## config.mk

```make
export PLATFORM = sky130hd
export DESIGN_NAME = mac_sequencer
export DESIGN_NICKNAME = d
export VERILOG_FILES = /design/src/rtl/tpu_pkg.sv /design/src/rtl/mac_skew_line.sv /design/src/rtl/mac_sequencer.sv
export SDC_FILE = /design/constraint.sdc
export NUM_CORES = 1
export LEC_CHECK = 0
export CORE_AREA = 2 2 648 650
export DETAILED_ROUTE_END_ITERATION = 8
export DIE_AREA = 0 0 650 652
export HOLD_SLACK_MARGIN = 0.15
export SETUP_SLACK_MARGIN = 0.5
export SLEW_MARGIN = 0
export SYNTH_ARGS = -nofsm -noshare
export SYNTH_HDL_FRONTEND = slang
export SYNTH_SLANG_ARGS = --single-unit
```

## constraint.sdc

```tcl
create_clock -name clock -period 2.6 [get_ports clock]
set_clock_uncertainty 0.05 [all_clocks]
set_input_delay 0.52 -clock clock [delete_from_list [all_inputs] [get_ports clock]]
set_output_delay 0.52 -clock clock [all_outputs]
set_load 0.05 [all_outputs]
```

## src/rtl/tpu_pkg.sv

```systemverilog
// Shared constants, FSM state encoding and result-tracking tag for the MAC sequencer.
// MAC_SEQ_SKEW_EN lengthens the result latency by the systolic skew staircase.
package tpu_pkg;

  localparam int DATA_SIZE    = 8;
  localparam int MAC_WIDTH    = 8;
  localparam int PIPE_LATENCY = 2 * MAC_WIDTH;

  localparam int TILE_W = MAC_WIDTH * MAC_WIDTH * DATA_SIZE;
  localparam int VEC_W  = MAC_WIDTH * DATA_SIZE;
  localparam int RES_W  = 2 * MAC_WIDTH * DATA_SIZE;
  localparam int REQ_W  = MAC_WIDTH * MAC_WIDTH;

`ifdef MAC_SEQ_SKEW_EN
  localparam int RESULT_LATENCY = PIPE_LATENCY + MAC_WIDTH - 1;
`else
  localparam int RESULT_LATENCY = PIPE_LATENCY;
`endif

  typedef enum logic [1:0] {
    IDLE   = 2'd0,
    LOAD   = 2'd1,
    STREAM = 2'd2,
    DRAIN  = 2'd3
  } seq_state_t;

  typedef struct packed {
    logic vld;
    logic last;
  } trk_t;

endpackage

```

## src/rtl/mac_skew_line.sv

```systemverilog
// mac_skew_line: per-lane delay staircase; lane i is delayed i cycles, or LANES-1-i when DESCEND.
// Latency: 0..LANES-1 cycles per lane. No backpressure; data advances every cycle.
module mac_skew_line #(
  parameter int LANES   = 8,
  parameter int LANE_W  = 8,
  parameter bit DESCEND = 1'b0
) (
  input  logic                      clock,
  input  logic                      reset,
  input  logic [LANES*LANE_W-1:0]   lanes_in,
  output logic [LANES*LANE_W-1:0]   lanes_out
);

  for (genvar i = 0; i < LANES; i++) begin : g_lane
    localparam int DEPTH = DESCEND ? (LANES - 1 - i) : i;

    if (DEPTH == 0) begin : g_wire
      assign lanes_out[i*LANE_W +: LANE_W] = lanes_in[i*LANE_W +: LANE_W];
    end else begin : g_pipe
      logic [DEPTH-1:0][LANE_W-1:0] stage;

      always_ff @(posedge clock) begin
        if (reset) begin
          stage <= '0;
        end else begin
          stage[0] <= lanes_in[i*LANE_W +: LANE_W];
          for (int k = 1; k < DEPTH; k++) begin
            stage[k] <= stage[k-1];
          end
        end
      end

      assign lanes_out[i*LANE_W +: LANE_W] = stage[DEPTH-1];
    end
  end

endmodule

```

## src/rtl/mac_sequencer.sv

```systemverilog
// mac_sequencer: loads one weight tile into mac_matrix, streams a vector burst, tags results (skew staircase under MAC_SEQ_SKEW_EN).
// Latency: vector accept -> out_valid in PIPE_LATENCY+1 cycles (+MAC_WIDTH-1 with MAC_SEQ_SKEW_EN).
// Backpressure: cmd_ready/in_ready follow FSM state only; results carry no backpressure.
module mac_sequencer
  import tpu_pkg::*;
(
  input  logic              clock,
  input  logic              reset,
  input  logic              cmd_valid,
  output logic              cmd_ready,
  input  logic [TILE_W-1:0] cmd_weights,
  input  logic              in_valid,
  output logic              in_ready,
  input  logic [VEC_W-1:0]  in_data,
  input  logic              in_last,
  output logic              out_valid,
  output logic [RES_W-1:0]  out_data,
  output logic              out_last,
  output logic              done,
  output logic              instr,
  input  logic [REQ_W-1:0]  weights_request,
  output logic [TILE_W-1:0] weights_data_in,
  output logic [RES_W-1:0]  values_in1,
  output logic [RES_W-1:0]  values_in2,
  input  logic [RES_W-1:0]  values_out1
);

  seq_state_t state, state_nxt;

  logic [TILE_W-1:0]               tile_q;
  logic [VEC_W-1:0]                vin_q;
  trk_t                            vin_trk;
  trk_t [RESULT_LATENCY-1:0]       trk_q;
  logic                            done_q, done_nxt;
  logic                            cmd_take, in_take, drain_empty;
  logic [VEC_W-1:0]                vin_drive;
  logic [RES_W-1:0]                res_aligned;

  assign cmd_take = cmd_valid && cmd_ready;
  assign in_take  = in_valid && in_ready;
  // Only the tail may still be occupied: it is the final result leaving this cycle.
  assign drain_empty = !vin_trk.vld && (trk_q[RESULT_LATENCY-2:0] == '0);

  always_comb begin
    state_nxt = state;
    cmd_ready = 1'b0;
    in_ready  = 1'b0;
    instr     = 1'b0;
    done_nxt  = 1'b0;
    case (state)
      IDLE: begin
        cmd_ready = 1'b1;
        if (cmd_valid) state_nxt = LOAD;
      end
      LOAD: begin
        instr = 1'b1;
        if (weights_request == '0) state_nxt = STREAM;
      end
      STREAM: begin
        in_ready = 1'b1;
        if (in_valid && in_last) state_nxt = DRAIN;
      end
      DRAIN: begin
        if (drain_empty) begin
          state_nxt = IDLE;
          done_nxt  = 1'b1;
        end
      end
      default: state_nxt = IDLE;
    endcase
  end

  always_ff @(posedge clock) begin
    if (reset) begin
      state   <= IDLE;
      tile_q  <= '0;
      vin_q   <= '0;
      vin_trk <= '0;
      trk_q   <= '0;
      done_q  <= 1'b0;
    end else begin
      state  <= state_nxt;
      done_q <= done_nxt;
      if (cmd_take) tile_q <= cmd_weights;
      vin_q        <= in_take ? in_data : '0;
      vin_trk.vld  <= in_take;
      vin_trk.last <= in_take && in_last;
      trk_q        <= {trk_q[RESULT_LATENCY-2:0], vin_trk};
    end
  end

`ifdef MAC_SEQ_SKEW_EN
  mac_skew_line #(
    .LANES  (MAC_WIDTH),
    .LANE_W (DATA_SIZE),
    .DESCEND(1'b0)
  ) u_in_skew (
    .clock    (clock),
    .reset    (reset),
    .lanes_in (vin_q),
    .lanes_out(vin_drive)
  );

  mac_skew_line #(
    .LANES  (MAC_WIDTH),
    .LANE_W (2 * DATA_SIZE),
    .DESCEND(1'b1)
  ) u_out_deskew (
    .clock    (clock),
    .reset    (reset),
    .lanes_in (values_out1),
    .lanes_out(res_aligned)
  );
`else
  assign vin_drive   = vin_q;
  assign res_aligned = values_out1;
`endif

  assign values_in1      = {{(RES_W-VEC_W){1'b0}}, vin_drive};
  assign values_in2      = '0;
  assign weights_data_in = tile_q;
  assign done            = done_q;
  assign out_valid       = trk_q[RESULT_LATENCY-1].vld;
  assign out_last        = trk_q[RESULT_LATENCY-1].last;
  // Gated so the bus reads zero whenever no tagged result is present.
  assign out_data        = out_valid ? res_aligned : '0;

endmodule

```

* Word level (Yosys, flattened, before mapping) *
Cells that the tools add are included.
Widths: inputs -> output; s select.

cells by class
  equal/unequal tests = 7
  multiplexer cells = 10
  bitwise logic cells = 2
  reduce and logical (&&, ||, !) cells = 12

operators by type and width
  operator            number
  $mux 128            1
  $logic_not 64->1    1
  $logic_not 30->1    1
  $mux 2              4
  $ne 2x2->1 const B  4
  $pmux 2 s4          1
  $logic_and 1x1->1   5
  $eq 2x2->1 const B  2
  $mux 1              4
  $reduce_and 4->1    1
  $reduce_or 2->1     2
  $eq 2x1->1 const B  1
  $logic_not 2->1     1
  $not 1->1           2
  $logic_not 1->1     1

storage, ports and cells
  register bits after elaboration = 613
  input bits = 773
  word-level logic and storage cells = 69

* Depth between registers and ports, before layout *
Gate-level depths: netlist (run 1).

  word-level depth = 5
  gate-level depth with buffers = 8

* Least setup slack after synthesis (run 1) *
No wires, ideal clock.

  kind = register to register
  start point = reg state[0]
  end point = reg tile_q[449] (netlist: weights_data_in[449])
  setup time = 70 ps
  arrival time = 2053 ps
  path slack = 426 ps
  stages on the path, launching flop included = 9
  buffers on the path = 3
  clock period less this slack = 2174 ps
  path through = dfxtp_1 inv_1 ha_1 and2_1 clkbuf_1 clkbuf_1 clkbuf_1 nand2_1 a21oi_1

on the way
  word-level cells in the longest chain between the ends = 3

ends and longest elaborated chain
  element                 line                 RTL
  from (decl)             mac_sequencer.sv:28  seq_state_t state, state_nxt;
  from (signal assigned)  mac_sequencer.sv:82  state <= state_nxt;
  $logic_not 2->1         mac_sequencer.sv:50  case (state)
  $mux 1                  mac_sequencer.sv:50
  net cmd_ready           mac_sequencer.sv:10  output logic cmd_ready,
  $logic_and 1x1->1       mac_sequencer.sv:39  assign cmd_take = cmd_valid && cmd_ready;
  to (signal assigned)    mac_sequencer.sv:84  if (cmd_take) tile_q <= cmd_weights;
  to (decl)               mac_sequencer.sv:30  logic [TILE_W-1:0] tile_q;

The timed path passes the listed nets, and every way through them passes these cells.
A chain may end at the register's enable or synchronous reset.

* Worst setup path in the final report (run 1) *
  start point = reg trk_q (netlist bit out_valid)
  end point = out out_data[59]

on the way
  word-level cells in the longest chain between the ends = 1

ends and longest elaborated chain
  element                 line                  RTL
  from (decl)             mac_sequencer.sv:33   trk_t [RESULT_LATENCY-1:0] trk_q;
  from (signal assigned)  mac_sequencer.sv:88   trk_q <= {trk_q[RESULT_LATENCY-2:0], vin_trk};
  $mux 128                mac_sequencer.sv:126  assign out_data = out_valid ? res_aligned : '0;
  to (decl)               mac_sequencer.sv:17   output logic [RES_W-1:0] out_data,

No other way between the ends.

==> results of run 1 <==
report_power, final:
group	total, W	internal [W]	switching, W
logic	0.0229	0.00734	0.0155
registers	0.0122	0.0110	0.00117
clock network	0.0131	0.00776	0.00533
stage by stage:
| stage | total power [W] | setup TNS [ns] |
|---|---|---|
| 2_1_floorplan | 0.0216 | 0 |
| 3_3_place_gp | 0.0311 | -0.931 |
| 3_5_place_dp | 0.0312 | -0.934 |
| 4_1_cts | 0.0451 | 0 |
| 5_1_grt | 0.0501 | 0 |
| 6_report | 0.0481 | 0 |
worst min-delay path by stage:
stage,start,endpoint,slack (ns),cells after the start
after floorplan,vin_trk[0]$_SDFF_PP0_,trk_q[0]$_SDFF_PP0_,0.36,1
after global placement,vin_trk[0]$_SDFF_PP0_,trk_q[0]$_SDFF_PP0_,0.37,1
after detailed placement,vin_trk[0]$_SDFF_PP0_,trk_q[0]$_SDFF_PP0_,0.38,1
after CTS,cmd_weights[497],weights_data_in[497]$_SDFFE_PP0P_,0.15,3
after global routing,cmd_weights[432],weights_data_in[432]$_SDFFE_PP0P_,0.18,3
final,cmd_weights[424],weights_data_in[424]$_SDFFE_PP0P_,0.23,3
cell families after synthesis:
| kind of cell | count (synthesis) | synth area share |
|---|---|---|
| flops | 613 | 0.543 |
| simple gates | 1289 | 0.243 |
| buf+inv | 390 | 0.0966 |
| fa+ha+maj | 4 | 0.00221 |
| mux | 1 | 0.000443 |
| compound gates | 516 | 0.115 |
| other cells | 1 | 0.000166 |
sequential cells by signal, indices dropped and copies added (netlist names):
name,count
done,1
out_last,1
out_valid,1
state,2
trk_q,30
vin_drive,64
vin_trk,2
weights_data_in,512
placed cells by master (no fill, tap or decap), types with 20 or more instances in the layout:
cell type and instances:
dfxtp_2 64, and2_1 67, conb_1 192, clkbuf_16 118, nand2_1 982, and2_2 112, nor2b_1 33, buf_8 55
buf_16 20, nand2_4 31, buf_6 148, buf_12 230, buf_2 32, nor4_1 23, clkbuf_2 52, clkdlybuf4s50_1 770
a21oi_1 461, clkbuf_4 64, diode_2 40, buf_4 234, a21oi_2 51, dlygate4sd3_1 343, dfxtp_1 546
critical path, cell delays in order (launching register included):
cell and delay (ns):
dfxtp_4 0.35, buf_12 0.17, buf_16 0.18, and2_2 0.18
buf_12 0.15
layer usage:
| metal | global-route usage | part of all wire | vias to the layer above |
|---|---|---|---|
| met2 | 0.251 | 0.48 | 1862 |
| met1 | 0.137 | 0.32 | 13300 |
| met4 | 0.0434 | 0.051 | 104 |
| met3 | 0.0895 | 0.14 | 663 |
| li1 | - | - | 12400 |
| met5 | 0 | 0.0021 | - |
repair_timing:
action / CTS / global route
pin swaps: 2 / 60
hold buffers: 343 / 0
gates cloned: 1 / 36
buffers inserted: 5 / 34
gates resized for setup: 514 / 1174
setup endpoints to repair: 606 / 745
hold endpoints to repair: 352 / 0
layout make-up:
| class | count | area (µm²) | share of cell area |
|---|---|---|---|
| diodes | 40 | 100 | 0.00185 |
| flip-flops and latches | 613 | 12400 | 0.228 |
| repair buffers | 1980 | 22200 | 0.410 |
| clock buffers | 113 | 2450 | 0.0451 |
| multi-input cells | 2002 | 9580 | 0.177 |
| clock inverters | 43 | 577 | 0.0106 |
| well taps | 5497 | 6880 | 0.127 |
| inverters | 3 | 18.8 | 0.000346 |
==> impl_metrics.json, run 1 <==
{
  "fin_area_um2": 54200,
  "placed_cells": 9676,
  "root_buffer": "clkbuf_16",
  "clockBufferDepth": 4,
  "critical_path.max_fanout": 21,
  "synth_cells": 2814,
  "required_ns": 2.03,
  "ant_nets": 0,
  "fmax_mhz": 404,
  "p_per_area_nw_per_um2": 888,
  "cp-end-kind": "primary output",
  "place_ws_ns": -0.505,
  "drive_gt1_frac": 0.276,
  "rsz0062_at_grt": "true",
  "cts_buffers": 88,
  "synth_edf_count": 0,
  "grt_pass1_vias": 26000,
  "vias_per_cell": 2.75,
  "syn_avg_cell_area_um2": 8.04,
  "die_h_um": 652,
  "cts_tree": "done",
  "placed_area_um2": 44400,
  "antenna_found_initial": 308,
  "finalSetupViolCount": 0,
  "worst_pin_slew_ns": 0.689,
  "whs_ns": 0.233,
  "r2r-end": "weights_data_in[87]$_SDFFE_PP0P_",
  "cap_violations": 0,
  "fp.dieW_um": 650,
  "synthArstFlopShare": 0,
  "clock_latency_ns": 0.85,
  "nets": 5465,
  "pin_count": 1675,
  "p_leak_nw": 20.5,
  "yosysUniqueCellTypes": 22,
  "grtUsageTotal": 0.143,
  "seq_area_frac_synth": 0.543,
  "yosysWarnings": 0,
  "finalHoldViolCount": 0,
  "critical_path_class": "reg2out",
  "yosys-top-cells-area": "dfxtp_1 54%, nand2_1 17%, a21oi_1 11%, buf_4 6.4%, and2_1 5.4%",
  "area_growth_pct": 140,
  "place.gp.congestion": 0.885,
  "synthFlopType": "dfxtp_1",
  "start_util": 0.0544,
  "rows": 237,
  "nFillCells": 47200,
  "dr_total_vias": 28300,
  "start_kind": "flip-flop",
  "finalCoreUtilization": 0.130,
  "drt-total-wl_um": 328000,
  "yosys.area.top_type": "dfxtp_1",
  "min_period_ns": 2.48,
  "ys_seq_elements": 613,
  "synthTopCellsByCount": "1027 x nand2_1, 613 x dfxtp_1, 512 x a21oi_1",
  "wl_per_cell_um": 31.8,
  "globalRouteOverflowTotal": 0,
  "cts_sinks": 613,
  "htree_num_levels": 3,
  "grt_pass1_wl_um": 370000,
  "synth.most_common_cell": "nand2_1",
  "fp.dieArea_um2": 424000,
  "reg2reg_slack_ns": 0.39,
  "port_buffers": 1482,
  "drc": 0,
  "clk_pin_slew_ns": 0.06,
  "peakVddDrop_mv": 0.609,
  "post-synth-top-area-fraction": 0.543,
  "grt_max_degree": 68,
  "core_um2": 416000,
  "dp_hpwl_um": 283000,
  "critPathArrivalTime_ns": 1.91,
  "hold_class": "in2reg",
  "r2r_start": "state[0]$_SDFFE_PP0P_",
  "finalCritPeriodShare": 0.952,
  "syn-cell-area_um2": 22600,
  "fin_cells": 10300,
  "post-route-worst-setup-slack_ns": 0.124,
  "relSlewSlack": 0.540,
  "r2r_cells": 11,
  "endpoint": "out_data[59]",
  "drtIter0Drc": 1925,
  "firstDrtPassIters": 5,
  "status": "complete, no violations",
  "drv_slew": 0,
  "crit_start": "out_valid$_SDFF_PP0_"
}
Power figures use the tool's default switching activity.
==> run 2, diff against run 1 <==
--- a/config.mk
+++ b/config.mk
@@ -5,9 +5,10 @@
 export SDC_FILE = /design/constraint.sdc
 export NUM_CORES = 1
 export LEC_CHECK = 0
-export CORE_AREA = 2 2 648 650
+export ABC_AREA = 1
+export CORE_AREA = 2 2 651 653
 export DETAILED_ROUTE_END_ITERATION = 8
-export DIE_AREA = 0 0 650 652
+export DIE_AREA = 0 0 653 655
 export HOLD_SLACK_MARGIN = 0.15
 export SETUP_SLACK_MARGIN = 0.5
 export SLEW_MARGIN = 0
==> run 2 against run 1 <==
  * Area after synthesis is 3.7% higher
  * Synthesized cell count increased by 10%
  * Critical path type unchanged
  * Sequential power grew 7%
  * Count of clock-buffer cells in the layout rose by 5
  * Non-clock buffer count is 350 lower
  * Routed wire length up 0.83%
  * Highest routed layer unchanged
  * Worst hold slack gained 0.0086 ns
  * Sequential cell count did not move
  * Critical path depth increased by 1
  * Core utilization fell by 1.6 points
  * Power is 8.1% higher
  * Sequential share of layout area grew 2.6 points
==> impl_metrics.json, run 2 <==
{
  "area_growth_pct": 106,
  "p_leak_nw": 19.8,
  "cts_sinks": 613,
  "ant_nets": 0,
  "ys_seq_elements": 613,
  "syn-cell-area_um2": 23500,
  "required_ns": 2.03,
  "finalHoldViolCount": 0,
  "r2r_cells": 8,
  "holdPathStages": 3,
  "htree_num_levels": 3,
  "cp-end-kind": "primary output",
  "finalCoreUtilization": 0.115,
  "synthFlopType": "dfxtp_1",
  "r2r_start": "state[1]$_SDFFE_PP0P_",
  "start_util": 0.0556,
  "clk_pin_slew_ns": 0.06,
  "min_period_ns": 2.51,
  "port_buffers": 1482,
  "grt_pass1_vias": 24800,
  "final_common_cell": "nor2_1",
  "r2r-end": "weights_data_in[153]$_SDFFE_PP0P_",
  "fp.dieArea_um2": 428000,
  "p_per_area_nw_per_um2": 1080,
  "yosys.area.top_type": "dfxtp_1",
  "critPathArrivalTime_ns": 1.94,
  "dr_total_vias": 27300,
  "placed_cells": 10000,
  "fin_cells": 10300,
  "firstDrtPassIters": 5,
  "dp_hpwl_um": 300000,
  "drv_slew": 0,
  "die_h_um": 655,
  "whs_ns": 0.241,
  "nFillCells": 48800,
  "vias_per_cell": 2.65,
  "post-synth-top-area-fraction": 0.523,
  "grt_pass1_wl_um": 379000,
  "globalRouteOverflowTotal": 0,
  "cts_buffers": 91,
  "grtUsageTotal": 0.148,
  "final_cell_mix": "1187 x nor2_1, 772 x clkdlybuf4s50_1, 609 x dfxtp_1, 522 x buf_4, 495 x o21ai_0",
  "holdPathEnd": "weights_data_in[30]$_SDFFE_PP0P_",
  "relSlewSlack": 0.564,
  "drc": 0,
  "nets": 5414,
  "fp.dieW_um": 653,
  "pin_count": 1675,
  "rsz0062_at_grt": "true",
  "largest_register_ffs": 512,
  "synthTopCellsByCount": "1187 x nor2_1, 613 x dfxtp_1, 498 x o21ai_0",
  "seq_area_frac_synth": 0.523,
  "finalCritPeriodShare": 0.966,
  "status": "complete, no violations",
  "drive_gt1_frac": 0.228,
  "finalSetupViolCount": 0,
  "drt-total-wl_um": 330000,
  "hold_class": "in2reg",
  "antenna_found_initial": 379,
  "critical_path_class": "reg2out",
  "synth_cells": 3109,
  "syn_avg_cell_area_um2": 7.54,
  "min_from": "cmd_weights[30]",
  "wl_per_cell_um": 32.1,
  "place.gp.congestion": 0.854,
  "peakVddDrop_mv": 0.583,
  "yosysUniqueCellTypes": 21,
  "synthArstFlopShare": 0,
  "synth.most_common_cell": "nor2_1",
  "core_um2": 422000,
  "setup-tns-final_ns": 0,
  "yosysWarnings": 0,
  "cap_violations": 0,
  "reg2reg_slack_ns": 0.56,
  "worst_pin_slew_ns": 0.655,
  "synth_edf_count": 0,
  "root_buffer": "clkbuf_16",
  "clockBufferDepth": 4,
  "crit_start": "out_valid$_SDFF_PP0_",
  "cts_tree": "done",
  "drtIter0Drc": 1523,
  "grt_max_degree": 135,
  "clock_latency_ns": 0.80,
  "fmax_mhz": 398,
  "yosys-top-cells-area": "dfxtp_1 52%, nor2_1 19%, o21ai_0 11%, buf_4 7.9%, inv_1 3.7%",
  "rows": 239,
  "start_kind": "flip-flop",
  "critical_path.max_fanout": 17
}
## run 2: changes by cell type after synthesis, sizes merged, moves of 107 or more
cell,change
nor2,+1187
nand2,-861
o21ai,+513
a21oi,-510
inv,+229
and2,-194
clkbuf,-107
## run 2: repair_timing
action | 4_1_cts | 5_1_grt
resized for setup | 492 | 342
buffers inserted | 6 | 7
pin swaps | 0 | 15
setup endpoints to repair | 617 | 841
hold endpoints to repair | 60 | 0
hold buffers | 60 | 0
cloned | 1 | 2
## run 2: area by class of cell
type | instances | area, µm² | area share
Inverter | 232 | 950 | 0.0197
Sequential cell | 613 | 12300 | 0.254
Timing Repair Buffer | 1630 | 16200 | 0.335
Clock buffer | 118 | 2540 | 0.0526
Clock inverter | 39 | 492 | 0.0102
Multi-Input combinational cell | 2069 | 8800 | 0.182
Tap cell | 5543 | 6940 | 0.144
Antenna cell | 43 | 108 | 0.00223
## run 2: per-stage QoR
| stage | worst slack (ns) | area (µm²) | power [W] |
|---|---|---|---|
| after floorplan | 0.597 | 24200 | 0.0263 |
| after global placement | -0.0108 | 44500 | 0.0397 |
| after detailed placement | -0.00765 | 44500 | 0.0398 |
| after CTS | 0.0107 | 48100 | 0.0533 |
| after global routing | -0.00162 | 48300 | 0.0551 |
| final | 0.0896 | 48300 | 0.0520 |
## run 2: worst max path at each step
stage               depth (start not counted)                                end
floorplan                                   4                      out_data[100]
global placement                            6  weights_data_in[102]$_SDFFE_PP0P_
detailed placement                          6  weights_data_in[150]$_SDFFE_PP0P_
CTS                                         5                       out_data[63]
global route                                5                       out_data[50]
finish                                      5                       out_data[81]
## run 2: layer usage
metal,up-vias,global-route usage,part of all wire
li1,12300,-,-
met1,12300,0.141,0.33
met2,1819,0.245,0.46
met3,744,0.119,0.18
met4,76,0.0363,0.034
met5,-,0,0.0015
## run 2: report_power, final
| part | leakage, nW | internal [W] | switching (W) |
|---|---|---|---|
| sequential | 5.05 | 0.0118 | 0.00133 |
| clock | 1.48 | 0.00768 | 0.00545 |
| combinational | 13.3 | 0.00580 | 0.0200 |
| total | 19.8 | 0.0252 | 0.0268 |
## run 2: cells by family (layout without fill, tap and decap cells)
logic type / count (synthesis) / after routing / synth area share
DFF: 613 / 613 / 0.523
adders and majority gates: 4 / 4 / 0.00213
AOI/OAI and AO/OA: 515 / 515 / 0.110
and+or+nand+nor: 1358 / 1358 / 0.218
buffers and inverters: 618 / 2019 / 0.147
other: 1 / 235 / 0.000160
## run 2: worst max-delay path: stages, from the launching register on
cell       delay (ns)
dfxtp_4          0.39
buf_12           0.16
clkbuf_16        0.24
nand2_1          0.07
inv_1            0.10
buf_12           0.14
